<file path="src/rtl/hamming_count_sched.sv">
// Round-robin increment scheduler and scrub-window controller for the Hamming-protected counter.
// Optional saturating error counter is built when HAMMING_SCHED_ERR_CNT_EN is defined.
module hamming_count_sched #(
    parameter int NREQ         = 2,
    parameter int SCRUB_PERIOD = 64,
    parameter int CHECK_CYCLES = 3,
    parameter int CORR_CYCLES  = 2,
    parameter int ERR_CNT_W    = 8
) (
    input  logic                 clk,
    input  logic                 rst,
    input  logic [NREQ-1:0]      req,
    output logic [NREQ-1:0]      gnt,
    output logic                 cnt_enable,
    input  logic                 scrub_req,
    input  logic                 error_detected,
    output logic                 scrub_busy,
    output logic                 scrub_done,
    output logic [ERR_CNT_W-1:0] err_count
);

    localparam int PTR_W = (NREQ > 1) ? $clog2(NREQ) : 1;
    localparam int TMR_W = $clog2(SCRUB_PERIOD);
    localparam int CHK_W = $clog2(CHECK_CYCLES);
    localparam int COR_W = (CORR_CYCLES > 1) ? $clog2(CORR_CYCLES) : 1;

    typedef enum logic [1:0] {
        RUN     = 2'd0,
        CHECK   = 2'd1,
        CORRECT = 2'd2
    } state_t;

    state_t           state_reg;
    logic [PTR_W-1:0] ptr_reg;
    logic [TMR_W-1:0] tmr_reg;
    logic [CHK_W-1:0] chk_reg;
    logic [COR_W-1:0] cor_reg;
    logic             err_flag_reg;
    logic             done_reg;

    logic [NREQ-1:0]  req_hi;
    logic [NREQ-1:0]  pick;
    logic [PTR_W-1:0] win_idx;
    logic [PTR_W-1:0] ptr_next;
    logic             win_valid;
    logic             tmr_hit;
    logic             chk_last;
    logic             cor_last;
    logic             err_seen;

    // Requests at or above the pointer win first; otherwise wrap to the lowest index.
    genvar gi;
    generate
        for (gi = 0; gi < NREQ; gi++) begin : g_mask
            assign req_hi[gi] = req[gi] && (gi >= int'(ptr_reg));
        end
    endgenerate

    assign pick = (|req_hi) ? req_hi : req;

    always_comb begin
        win_idx = '0;
        for (int i = NREQ - 1; i >= 0; i--) begin
            if (pick[i]) begin
                win_idx = PTR_W'(i);
            end
        end
    end

    assign win_valid = (|req) && (state_reg == RUN) && !rst;
    assign ptr_next  = (int'(win_idx) == NREQ - 1) ? '0 : win_idx + PTR_W'(1);

    generate
        for (gi = 0; gi < NREQ; gi++) begin : g_gnt
            assign gnt[gi] = win_valid && (int'(win_idx) == gi);
        end
    endgenerate

    assign cnt_enable = |gnt;
    assign scrub_busy = (state_reg != RUN);
    assign scrub_done = done_reg;

    assign tmr_hit  = (tmr_reg == TMR_W'(SCRUB_PERIOD - 1));
    assign chk_last = (chk_reg == CHK_W'(CHECK_CYCLES - 1));
    assign cor_last = (cor_reg == COR_W'(CORR_CYCLES - 1));
    // The last CHECK cycle's own error input counts toward the decision.
    assign err_seen = err_flag_reg || error_detected;

    always_ff @(posedge clk or posedge rst) begin
        if (rst) begin
            state_reg    <= RUN;
            ptr_reg      <= '0;
            tmr_reg      <= '0;
            chk_reg      <= '0;
            cor_reg      <= '0;
            err_flag_reg <= 1'b0;
            done_reg     <= 1'b0;
        end else begin
            done_reg <= 1'b0;
            case (state_reg)
                RUN: begin
                    if (win_valid) begin
                        ptr_reg <= ptr_next;
                    end
                    if (tmr_hit || scrub_req) begin
                        state_reg    <= CHECK;
                        tmr_reg      <= '0;
                        chk_reg      <= '0;
                        err_flag_reg <= 1'b0;
                    end else begin
                        tmr_reg <= tmr_reg + TMR_W'(1);
                    end
                end
                CHECK: begin
                    if (error_detected) begin
                        err_flag_reg <= 1'b1;
                    end
                    if (chk_last) begin
                        if (err_seen && (CORR_CYCLES > 0)) begin
                            state_reg <= CORRECT;
                            cor_reg   <= '0;
                        end else begin
                            state_reg <= RUN;
                            done_reg  <= 1'b1;
                        end
                    end else begin
                        chk_reg <= chk_reg + CHK_W'(1);
                    end
                end
                CORRECT: begin
                    if (cor_last) begin
                        state_reg <= RUN;
                        done_reg  <= 1'b1;
                    end else begin
                        cor_reg <= cor_reg + COR_W'(1);
                    end
                end
                default: begin
                    state_reg <= RUN;
                end
            endcase
        end
    end

`ifdef HAMMING_SCHED_ERR_CNT_EN
    logic [ERR_CNT_W-1:0] err_cnt_reg;
    logic                 err_inc;

    assign err_inc = (state_reg == CHECK) && chk_last && err_seen;

    always_ff @(posedge clk or posedge rst) begin
        if (rst) begin
            err_cnt_reg <= '0;
        end else if (err_inc && (err_cnt_reg != '1)) begin
            err_cnt_reg <= err_cnt_reg + ERR_CNT_W'(1);
        end
    end

    assign err_count = err_cnt_reg;
`else
    assign err_count = '0;
`endif

endmodule

</file>
<file path="config.mk">
export PLATFORM = sky130hd
export DESIGN_NAME = hamming_count_sched
export DESIGN_NICKNAME = d
export VERILOG_FILES = /design/src/rtl/hamming_count_sched.sv
export SDC_FILE = /design/constraint.sdc
export NUM_CORES = 1
export LEC_CHECK = 0
export BUFFER_PORTS_ARGS = -buffer_cell sky130_fd_sc_hd__buf_2
export CORE_UTILIZATION = 50
export CTS_CLUSTER_SIZE = 10
export DETAILED_ROUTE_END_ITERATION = 6
export MAX_ROUTING_LAYER = met4
export PLACE_DENSITY_LB_ADDON = 0.05
export SYNTH_ARGS = -nofsm -noshare
export SYNTH_HDL_FRONTEND = slang
export SYNTH_SLANG_ARGS = --single-unit
</file>
<file path="constraint.sdc">
create_clock -name clk -period 3.75 [get_ports clk]
set_input_delay 0.1875 -clock clk [delete_from_list [all_inputs] [get_ports clk]]
set_output_delay 0.1875 -clock clk [all_outputs]
set_load 0.05 [all_outputs]
</file>
======== Yosys cells after proc, flatten, opt, wreduce, memory -nomap -nowiden ========
Cells that the tools add are included.
storage, ports and cells
  bits in registers ....................... 14
  input bits .............................. 6
  output and inout bits ................... 13
  logic and storage cells ................. 67
operators by class
  $add $sub $neg .......................... 4
  order comparisons ....................... 1
  eq/ne operators ......................... 10
  muxes and demuxes ....................... 24
  bitwise operators ....................... 1
  reduce and logical (&&, ||, !) cells .... 20
operator list
  cell                                                      number
  two-way mux 1 bit                                         12
  two-way mux 2 bit                                         6
  AND reduction 3 bit                                       4
  != test 2 bit (second input constant)                     5
  adder 6 x 1 -> 6 bit (second input constant)              1
  == test 6 bit (second input constant)                     1
  two-way mux 6 bit                                         1
  case mux 1 bit (2 select lines)                           3
  case mux 2 bit (3 select lines)                           1
  nonzero test 2 bit                                        3
  OR reduction 2 bit                                        3
  logical AND 1 bit                                         5
  == test 2 bit (second input constant)                     2
  case mux 2 bit (2 select lines)                           1
  adder 1 bit (second input constant)                       2
  adder 2 x 1 -> 2 bit (second input constant)              1
  == test 2 x 1 -> 1 bit (second input constant)            1
  logical NOT 2 bit                                         1
  logical OR 1 bit                                          2
  != test 2 x 1 -> 1 bit (second input constant)            1
  AND reduction 2 bit                                       1
  greater-or-equal comparator 1 bit (first input constant)  1
  logical NOT 1 bit                                         1
  NOT 1 bit                                                 1

======== Logic depth before layout (Yosys ltp) ========
Gate-level depths: netlist of the first run.
  depth in word-level cells ............... 8
  depth in mapped cells ................... 7
  depth with buffers taken out ............ 6

======== Worst setup path before layout of the first run ========
OpenSTA, ideal clock, no wires.
  kind .................................... reg-to-output
  start point ............................. register state_reg[0]
  end point ............................... output port gnt[0]
  data arrival time ....................... 2,084 ps
  data required time ...................... 3,562 ps
  setup slack ............................. 1,478 ps
  cell stages (with the launch flop) ...... 7
  cell sequence ........................... dfrtp_1 -> inv_1 -> ha_1 -> buf_4 -> nand2_1 -> nor2_1 -> and2_1
on the way
  longest elaborated chain between the ends .. 4
RTL lines
  item                            line  RTL
  start: declaration              33    state_t state_reg;
  start signal: assignment        91    state_reg <= RUN;
  start signal: assignment        106   state_reg <= CHECK;
  start signal: assignment        120   state_reg <= CORRECT;
  logical NOT 2 bit               70    assign win_valid = (|req) && (state_reg == RUN) && !rst;
  logical AND 1 bit (2 in a row)  70
  logical AND 1 bit               75    assign gnt[gi] = win_valid && (int'(win_idx) == gi);
  end: declaration                13    output logic [NREQ-1:0] gnt,
No other way between the ends.

======== Worst setup path in the final report of the first run ========
  start point ............................. input port rst
  end point ............................... output port gnt[0]
on the way
  longest elaborated chain between the ends .. 3
RTL lines
  item                         line  RTL
  start: declaration           11    input logic rst,
  logical NOT 1 bit (no line)  -
  logical AND 1 bit            70
  logical AND 1 bit            75
No other way between the ends.

==> results of run 1 <==
==> report_power, final <==
part           internal (uW)  switching [uW]
logic                    130             214
registers                204            52.8
clock network           59.0            47.6
==> Yosys cell counts (all sizes together) <==
library cell | instances | share of area
nor2 | 6 | 0.026
a21oi | 6 | 0.034
buf | 9 | 0.077
mux2i | 5 | 0.057
nand4 | 1 | 0.0072
o21ai | 9 | 0.056
and2 | 1 | 0.0072
a21o | 1 | 0.0086
mux2 | 3 | 0.043
nand2 | 7 | 0.030
dfrtp | 14 | 0.40
nor3 | 3 | 0.017
clkbuf | 1 | 0.0057
o211ai | 1 | 0.014
o21bai | 1 | 0.0086
o221a | 1 | 0.013
inv | 8 | 0.034
nor2b | 1 | 0.0072
o2bb2ai | 2 | 0.020
a31oi | 1 | 0.0072
and2b | 1 | 0.010
nand3 | 3 | 0.023
conb | 1 | 0.0043
ha | 6 | 0.086
==> cells by family (layout without fill, tap and decap cells) <==
family / Yosys count / after routing
mux: 8 / 8
compound gates: 22 / 22
simple gates: 23 / 23
flops: 14 / 14
buf+inv: 18 / 23
other cells: 1 / 8
fa+ha+maj: 6 / 6
==> area by class of cell <==
type                            count  area [sq um]
Inverter                            8          30.0
Timing Repair Buffer               11          60.1
Tap cell                           16          20.0
Fill cell                         139           617
Sequential cell                    14           350
Multi-Input combinational cell     67           445
Clock buffer                        4          36.3
==> per-stage QoR <==
step	area [sq um]	utilization
after floorplan	898	-
after global placement	896	0.575
after detailed placement	896	0.575
after CTS	942	0.604
after global routing	942	0.604
final	942	0.604
==> how the worst max path moves through the flow <==
stage,cells past startpoint,endpoint
5_1_grt,7,gnt[0]
3_3_place_gp,6,state_reg[0]
6_report,7,gnt[0]
4_1_cts,7,gnt[0]
2_1_floorplan,6,gnt[0]
3_5_place_dp,6,state_reg[0]
==> worst register-to-register path, stage by stage (launching register included) <==
cell	delay (ns)
dfrtp_1	0.38
inv_1	0.09
ha_1	0.31
and2b_2	0.28
o21ai_2	0.09
o221a_2	0.24
mux2_1	0.32
==> routing by layer <==
metal / vias to the layer above / share of wire / wire (um)
met4: 0 / 0.013 / 18
li1: 323 / - / -
met1: 304 / 0.47 / 670
met2: 12 / 0.48 / 692
met3: 2 / 0.036 / 52
met5: - / 0 / 0
==> repair_timing <==
item,CTS,global route
setup endpoints to repair,0,0
hold buffers,1,0
endpoints found under the hold margin,14,0
==> out/qor.yml, run 1 <==
hold_start: "error_detected"
clkLatencyLatePin_ns: 0.27
met2_usage: 0.287
syn_avg_cell_area_sq_um: 9.48
core_sq_um: 1560
cts-root-buf: "clkbuf_4"
antenna_found_initial: 0
cellPowerDensity_nw_per_um2: 751
grt_use_met3: 0.0250
drive_above_1_share: 0.202
hold_violations: 0
htree_levels: 1
use_met1: 0.217
fin_skew_ns: 0.000503
pin_count: 19
drv_slew: 0
slowest_stage: "dlygate4sd3_1"
drt-wirelength-per-cell_um: 11.9
die_w_um: 43.8
synth_xor_area_frac: 0
drtPass1Iterations: 6
port-buffer-count: 10
critPathBufInv: 4
period_share: 0.580
cp_cell_sequence: "dlygate4sd3_1 -> buf_2 -> inv_1 -> nand2_1 -> nor2_1 -> and2_1 -> buf_2"
holdWs_ns: 0.233
reg2reg_from: "state_reg[0]"
grt_pass1_vias: 583
critPathTopFamily: "buffers and inverters"
final_nets: 117
clk_pin_slew_ns: 0.08
grt_first_pass_wirelength_um: 2430
busiest_layer: "met2"
cts.path.max_buffers: 2
cts_setup_buffers: 0
reg2regPathDepth: 6
status: "complete, but fails checks"
drcViolationCount: 2
cts_sinks: 14
num_rows: 14
cts_tree: "built"
dieArea_sq_um: 1920
holdCritPathClass: "primary input to flip-flop"
postCtsResizedCells: 0
worstPathArrival_ns: 1.99
cp-start-kind: "primary input"
crit_start: "rst"
cp_common_cell: "buf_2"
final_cell_mix: "dfrtp_1, buf_2, inv_1, o21ai_0, conb_1"
synth_top_family_by_area: "compound AO/OA/AOI/OAI gates"
post-route-min-period_ns: 2.17
setup_slack_ns: 1.58
hpwl_um: 1100
worstPathRequired_ns: 3.56
layout_commonest_cell: "dfrtp_1"
grt-ovfl-total: 0
ys_warn_count: 0
place_congestion: 0.770
whs_endpoint: "err_flag_reg"
synthesis.area_sq_um: 872
stdcell_count: 120
ir_worst_vdd_uv: 361
wl_um: 1430
crit_fanout: 15
grt.total_usage: 0.181
max-cap-violations: 0
rsz0062_at_grt: "false"
synthAdderAreaFrac: 0.0861
rrSetupSlack_ns: 1.94
worstSetupPathType: "primary input to primary output"
synth_compound_area_frac: 0.162
start_util: 0.559
total_power_uw: 708
regToRegEndpoint: "state_reg[0]"
finalSetupTns_ns: 0
placedCellCount: 115
synthMuxAreaShare: 0.100
num_antenna_cells: 0
violations: "DRC"
die_h_um: 43.8
leakage_uw: 0.000475
vias: 641
crit_path_max_incr_delay_ns: 0.53
pre_cts_ws_ns: 1.95
largest_reg_flops: 6
syn_to_final_growth_pct: 8.03
synth-seq-area-share: 0.402
slew_headroom: 0.627
synth.ff_latch_count: 14
synthSimpleGateAreaFrac: 0.128
cts_inserted_buffers: 3
vias_per_cell: 5.34
postRouteAntennaNets: 0
grt_max_degree: 16
drtIter0Drc: 12
finalSetupViolCount: 0
synth.distinct_cells: 28
fmax_mhz: 460
netlist_instances: 92
hold_depth: 3
end_kind: "primary output"
worst_pin_slew_ns: 0.559
No activity file was read; power rests on OpenSTA's default activity.
==> inputs of run 2 (changes only) <==
--- a/config.mk
+++ b/config.mk
@@ -6,7 +6,7 @@
 export NUM_CORES = 1
 export LEC_CHECK = 0
 export BUFFER_PORTS_ARGS = -buffer_cell sky130_fd_sc_hd__buf_2
-export CORE_UTILIZATION = 50
+export CORE_UTILIZATION = 47
 export CTS_CLUSTER_SIZE = 10
 export DETAILED_ROUTE_END_ITERATION = 6
 export MAX_ROUTING_LAYER = met4
==> constraint.sdc (replaced) <==
create_clock -name clk -period 1.8 [get_ports clk]
set_input_delay 0.09 -clock clk [delete_from_list [all_inputs] [get_ports clk]]
set_output_delay 0.09 -clock clk [all_outputs]
set_load 0.05 [all_outputs]
==> out/qor.yml, run 2 (synthesis results as in run 1) <==
drv_slew: 0  # unchanged
hold_violations: 0  # unchanged
final_nets: 122  # was 117
largest_reg_flops: 6  # unchanged
cts_setup_buffers: 0  # unchanged
num_antenna_cells: 0  # unchanged
power_frac_comb: 0.522  # was 0.486
rsz0062_at_grt: "false"  # unchanged
cts_inserted_buffers: 3  # unchanged
cts_tree: "built"  # unchanged
antenna_found_initial: 0  # unchanged
cp-start-kind: "flip-flop"  # was primary input
cts-root-buf: "clkbuf_4"  # unchanged
finalSetupViolCount: 0  # unchanged
vias_per_cell: 4.96  # was 5.34
end_kind: "primary output"  # unchanged
total_power_uw: 1570  # was 708 uW
clkLatencyLatePin_ns: 0.28  # was 0.27 ns
start_util: 0.505  # was 0.559
worstPathArrival_ns: 1.61  # was 1.99 ns
holdCritPathClass: "primary input to flip-flop"  # unchanged
post-route-min-period_ns: 1.70
htree_levels: 1  # unchanged
drt-wirelength-per-cell_um: 11.3  # was 11.9 um
dieArea_sq_um: 2030  # was 1920 sq um
fin_skew_ns: 0.00545  # was 0.000503 ns
drtPass1Iterations: 4  # was 6
drtIter0Drc: 12  # unchanged
crit_path_max_incr_delay_ns: 0.40  # was 0.53 ns
cp_common_cell: "buf_6"  # was buf_2
core_sq_um: 1730  # was 1560 sq um
num-fill-cells: 169  # was 139
fmax_mhz: 590
grt_pass1_vias: 600  # was 583
period_share: 0.942
crit_fanout: 8  # was 15
layout_commonest_cell: "dfrtp_1"  # unchanged
cellPowerDensity_nw_per_um2: 1560  # was 751 nW/um^2
routed.top_layer: "met4"  # unchanged
hpwl_um: 1180  # was 1100 um
p_int_uw: 887  # was 393 uW
port-buffer-count: 10  # unchanged
place_congestion: 0.737  # was 0.770
grt.total_usage: 0.183  # was 0.181
critPathBufInv: 3  # was 4
drcViolationCount: 0  # was 2
wl_um: 1520  # was 1430 um
clk_pin_slew_ns: 0.09  # was 0.08 ns
holdWs_ns: 0.120  # was 0.233 ns
vias: 664  # was 641
leakage_uw: 0.000503  # was 0.000475 uW
cp_cell_sequence: "inv_1 -> ha_1 -> buf_6 -> nand2_2 -> nor2_4 -> and2_2 -> buf_6"  # was dlygate4sd3_1 -> buf_2 -> inv_1 -> nand2_1 -> nor2_1 -> and2_1 -> buf_2
worstSetupPathType: "flip-flop to primary output"  # was primary input to primary output
cts_sinks: 14  # unchanged
die_w_um: 45.1  # was 43.8 um
die_h_um: 45.1  # was 43.8 um
post-route-cell-area_sq_um: 1010  # was 942 sq um
slowest_stage: "dfrtp_1"  # was dlygate4sd3_1
power_frac_seq: 0.334  # was 0.363
postRouteAntennaNets: 0  # unchanged
syn_to_final_growth_pct: 16.1  # was 8.03%
cts.path.max_buffers: 2  # unchanged
ir_worst_vdd_uv: 763  # was 361 uV
num_rows: 15  # was 14
max-cap-violations: 0  # unchanged
wl_met1_um: 677  # was 670 um
finalSetupTns_ns: 0  # unchanged
place_area_sq_um: 953  # was 896 sq um
drive_above_1_share: 0.275  # was 0.202
final_cell_mix: "dfrtp_1, buf_2, o21ai_0, conb_1, inv_1"  # was dfrtp_1, buf_2, inv_1, o21ai_0, conb_1
grt-ovfl-total: 0  # unchanged
worstPathRequired_ns: 1.71  # was 3.56 ns
grt_first_pass_wirelength_um: 2520  # was 2430 um
clkPwrFrac: 0.143  # was 0.150
dr_wl_met3_um: 61  # was 52 um
grt_max_degree: 15  # was 16
status: "complete, no violations"  # was complete, but fails checks
switching_power_uw: 688  # was 315 uW
stdcell_count: 134  # was 120
wl_met2_um: 761  # was 692 um
placedCellCount: 129  # was 115
pin_count: 19  # unchanged
switching_share: 0.437  # was 0.444
critPathTopFamily: "flip-flops"  # was buffers and inverters
==> run 2: changes by cell type in the layout (fill, tap and decap cells not counted), sizes merged <==
cell	delta
buf	+5
==> run 2: power groups by stage <==
stage,clock network [uW],registers (uW),logic [uW]
after floorplan,0,524,627
after global placement,0,525,781
after detailed placement,0,529,800
after CTS,236,523,810
after global routing,247,545,900
final,226,526,822
==> run 2: metal layers <==
| layer | global-route usage | vias up |
|---|---|---|
| met1 | 0.197 | 312 |
| met4 | 0.0909 | 0 |
| met3 | 0.0360 | 2 |
| met5 | - | - |
| li1 | - | 331 |
| met2 | 0.316 | 19 |
==> run 2: final cells by class <==
| class | instances | area, sq um | share of cell area |
|---|---|---|---|
| clock buffers | 4 | 36.3 | 0.0358 |
| inverters | 8 | 30.0 | 0.0297 |
| flip-flops and latches | 14 | 350 | 0.346 |
| multi-input cells | 67 | 457 | 0.451 |
| well taps | 25 | 31.3 | 0.0309 |
| repair buffers | 16 | 108 | 0.106 |
==> run 2: timing repair <==
item	CTS	global route
cloned	0	0
hold buffers	1	0
endpoints found under the hold margin	14	0
setup endpoints to repair	1	3
gates resized for setup	2	3
==> run 2: path summary, 6_finish.rpt <==
| check | start | to | slack [ns] | cells past startpoint |
|---|---|---|---|---|
| max in group asynchronous | rst | state_reg[0] | 1.24 | 4 |
| worst min register to register | tmr_reg[4] | tmr_reg[4] | 0.51 | 1 |
| min in group asynchronous | rst | chk_reg[1] | 0.38 | 4 |
| worst min-delay path | error_detected | err_flag_reg | 0.12 | 3 |
| worst max register to register | state_reg[0] | state_reg[0] | 0.11 | 6 |
| worst max-delay path | state_reg[0] | gnt[0] | 0.10 | 7 |
==> run 2: worst register-to-register path: stages (launching register included) <==
cell and delay, ns:
dfrtp_1 0.37, inv_1 0.08, ha_1 0.23, and2b_2 0.23
o21ai_2 0.09, o221a_2 0.25, mux2_1 0.33
==> run 2: stage by stage <==
stage	util	setup WS [ns]
global placement	0.552	0.199
global route	0.586	0.0194
detailed placement	0.552	0.161
CTS	0.583	0.0134
finish	0.586	0.104
floorplan	-	0.118
==> inputs of run 3 (changes only) <==
--- a/config.mk
+++ b/config.mk
@@ -7,6 +7,7 @@
 export LEC_CHECK = 0
 export BUFFER_PORTS_ARGS = -buffer_cell sky130_fd_sc_hd__buf_2
 export CORE_UTILIZATION = 47
+export CTS_BUF_LIST = sky130_fd_sc_hd__clkbuf_16
 export CTS_CLUSTER_SIZE = 10
 export DETAILED_ROUTE_END_ITERATION = 6
 export MAX_ROUTING_LAYER = met4
==> out/qor.yml, run 3 (synthesis results as in run 1) <==
ir_worst_vdd_uv: 985  # was 763 uV
vias: 662  # was 664
cts_setup_buffers: 0  # unchanged
die_h_um: 45.1  # unchanged
drv_slew: 0  # unchanged
syn_to_final_growth_pct: 20.2  # was 16.1%
rrSetupSlack_ns: 0.14  # was 0.11 ns
worstSetupPathType: "flip-flop to primary output"  # unchanged
num_antenna_cells: 0  # unchanged
cts.path.max_buffers: 2  # unchanged
finalSetupTns_ns: 0  # unchanged
cts-root-buf: "clkbuf_16"  # was clkbuf_4
cp-start-kind: "flip-flop"  # unchanged
cts_inserted_buffers: 3  # unchanged
place_congestion: 0.737  # unchanged
hpwl_um: 1180  # unchanged
rsz0062_at_grt: "false"  # unchanged
grt.total_usage: 0.189  # was 0.183
pin_count: 19  # unchanged
holdCritPathClass: "primary input to flip-flop"  # unchanged
max-cap-violations: 0  # unchanged
wl_um: 1550  # was 1520 um
reg2reg_from: "state_reg[0]"  # unchanged
final_cell_mix: "dfrtp_1, buf_2, o21ai_0, conb_1"  # was dfrtp_1, buf_2, o21ai_0, conb_1, inv_1
drcViolationCount: 0  # unchanged
hold_start: "error_detected"  # unchanged
die_w_um: 45.1  # unchanged
num-fill-cells: 159  # was 169
status: "complete, no violations"  # unchanged
postRouteAntennaNets: 0  # unchanged
finalSetupViolCount: 0  # unchanged
largest_reg_flops: 6  # unchanged
power_frac_comb: 0.459  # was 0.522
drtPass1Iterations: 4  # unchanged
cts_tree: "built"  # unchanged
drive_above_1_share: 0.257  # was 0.275
p_int_uw: 1050  # was 887 uW
drt-wirelength-per-cell_um: 11.5  # was 11.3 um
num_rows: 15  # unchanged
grt_pass1_vias: 606  # was 600
clk_pin_slew_ns: 0.05  # was 0.09 ns
cts_sinks: 14  # unchanged
post-route-min-period_ns: 1.70  # about the same
layout_commonest_cell: "dfrtp_1"  # unchanged
period_share: 0.945  # was 0.942
hold_depth: 3  # unchanged
switching_share: 0.403  # was 0.437
reg2regPathDepth: 6  # unchanged
final_nets: 122  # unchanged
setup_slack_ns: 0.0995  # was 0.104 ns
clkLatencyLatePin_ns: 0.24  # was 0.28 ns
htree_levels: 1  # unchanged
pre_cts_ws_ns: 0.161  # unchanged
core_sq_um: 1730  # unchanged
grt_max_degree: 15  # unchanged
fmax_mhz: 588  # was 590 MHz
whs_endpoint: "err_flag_reg"  # unchanged
grt-ovfl-total: 0  # unchanged
clkPwrFrac: 0.240  # was 0.143
drtIter0Drc: 10  # was 12
power_frac_seq: 0.301  # was 0.334
switching_power_uw: 708  # was 688 uW
fin_skew_ns: 0.00385  # was 0.00545 ns
dieArea_sq_um: 2030  # unchanged
total_power_uw: 1760  # was 1570 uW
worstPathRequired_ns: 1.71  # about the same
worstPathArrival_ns: 1.61  # about the same
start_util: 0.505  # unchanged
vias_per_cell: 4.94  # was 4.96
crit_fanout: 8  # unchanged
antenna_found_initial: 0  # unchanged
regToRegEndpoint: "state_reg[0]"  # unchanged
hold_violations: 0  # unchanged
leakage_uw: 0.000519  # was 0.000503 uW
cellPowerDensity_nw_per_um2: 1670  # was 1560 nW/um^2
end_kind: "primary output"  # unchanged
port-buffer-count: 10  # unchanged
grt_first_pass_wirelength_um: 2570  # was 2520 um
run 3: changes by cell type in the layout (fill, tap and decap cells not counted), sizes merged:
cell,change
clkbuf,-1
clkinv,+1
run 3: through the flow:
step | utilization | instances | hold WS, ns | instance area [sq um]
2_1_floorplan | - | 99 | -0.0126 | 907
3_3_place_gp | 0.552 | 129 | 0.123 | 953
3_5_place_dp | 0.552 | 129 | 0.129 | 953
4_1_cts | 0.605 | 134 | 0.161 | 1040
5_1_grt | 0.607 | 134 | 0.190 | 1050
6_report | 0.607 | 134 | 0.158 | 1050
run 3: critical path: stages, from the launching register on:
cell and delay (ns):
dfrtp_1 0.38, inv_1 0.11, ha_1 0.18, buf_4 0.16, nand2_1 0.11, nor2_4 0.13
and2_2 0.15, buf_6 0.15
run 3: worst max-delay path by stage:
| stage | startpoint | end | slack, ns | cells after the start |
|---|---|---|---|---|
| 3_3_place_gp | state_reg[0] | state_reg[0] | 0.20 | 6 |
| 2_1_floorplan | state_reg[0] | state_reg[0] | 0.12 | 7 |
| 3_5_place_dp | state_reg[0] | state_reg[0] | 0.16 | 6 |
| 6_report | state_reg[0] | gnt[0] | 0.1 | 7 |
| 4_1_cts | state_reg[1] | gnt[0] | 0.05 | 7 |
| 5_1_grt | state_reg[0] | gnt[0] | 0.008 | 7 |
run 3: layout make-up:
class | count | area (sq um) | area share
Clock buffer | 3 | 75.1 | 0.0716
Inverter | 8 | 30.0 | 0.0286
Sequential cell | 14 | 350 | 0.334
Timing Repair Buffer | 16 | 104 | 0.0990
Multi-Input combinational cell | 67 | 454 | 0.433
Clock inverter | 1 | 3.75 | 0.00358
Tap cell | 25 | 31.3 | 0.0298
run 3: layer usage:
layer,up-vias,track usage,share of wire
li1,331,-,-
met1,305,0.200,0.44
met2,22,0.325,0.50
met3,4,0.0480,0.048
met4,0,0.0909,0.017
met5,-,-,0
run 3: power by group through the flow:
stage	logic [uW]	registers [uW]	clock network [uW]
after detailed placement	800	529	0
after global placement	781	525	0
after floorplan	627	524	0
final	806	529	421
after global routing	889	547	443
after CTS	809	525	427
run 3: timing repair:
item / 4_1_cts / 5_1_grt
hold buffers: 1 / 0
endpoints found under the setup margin: 1 / 1
endpoints found under the hold margin: 14 / 0
resized for setup: 1 / 2
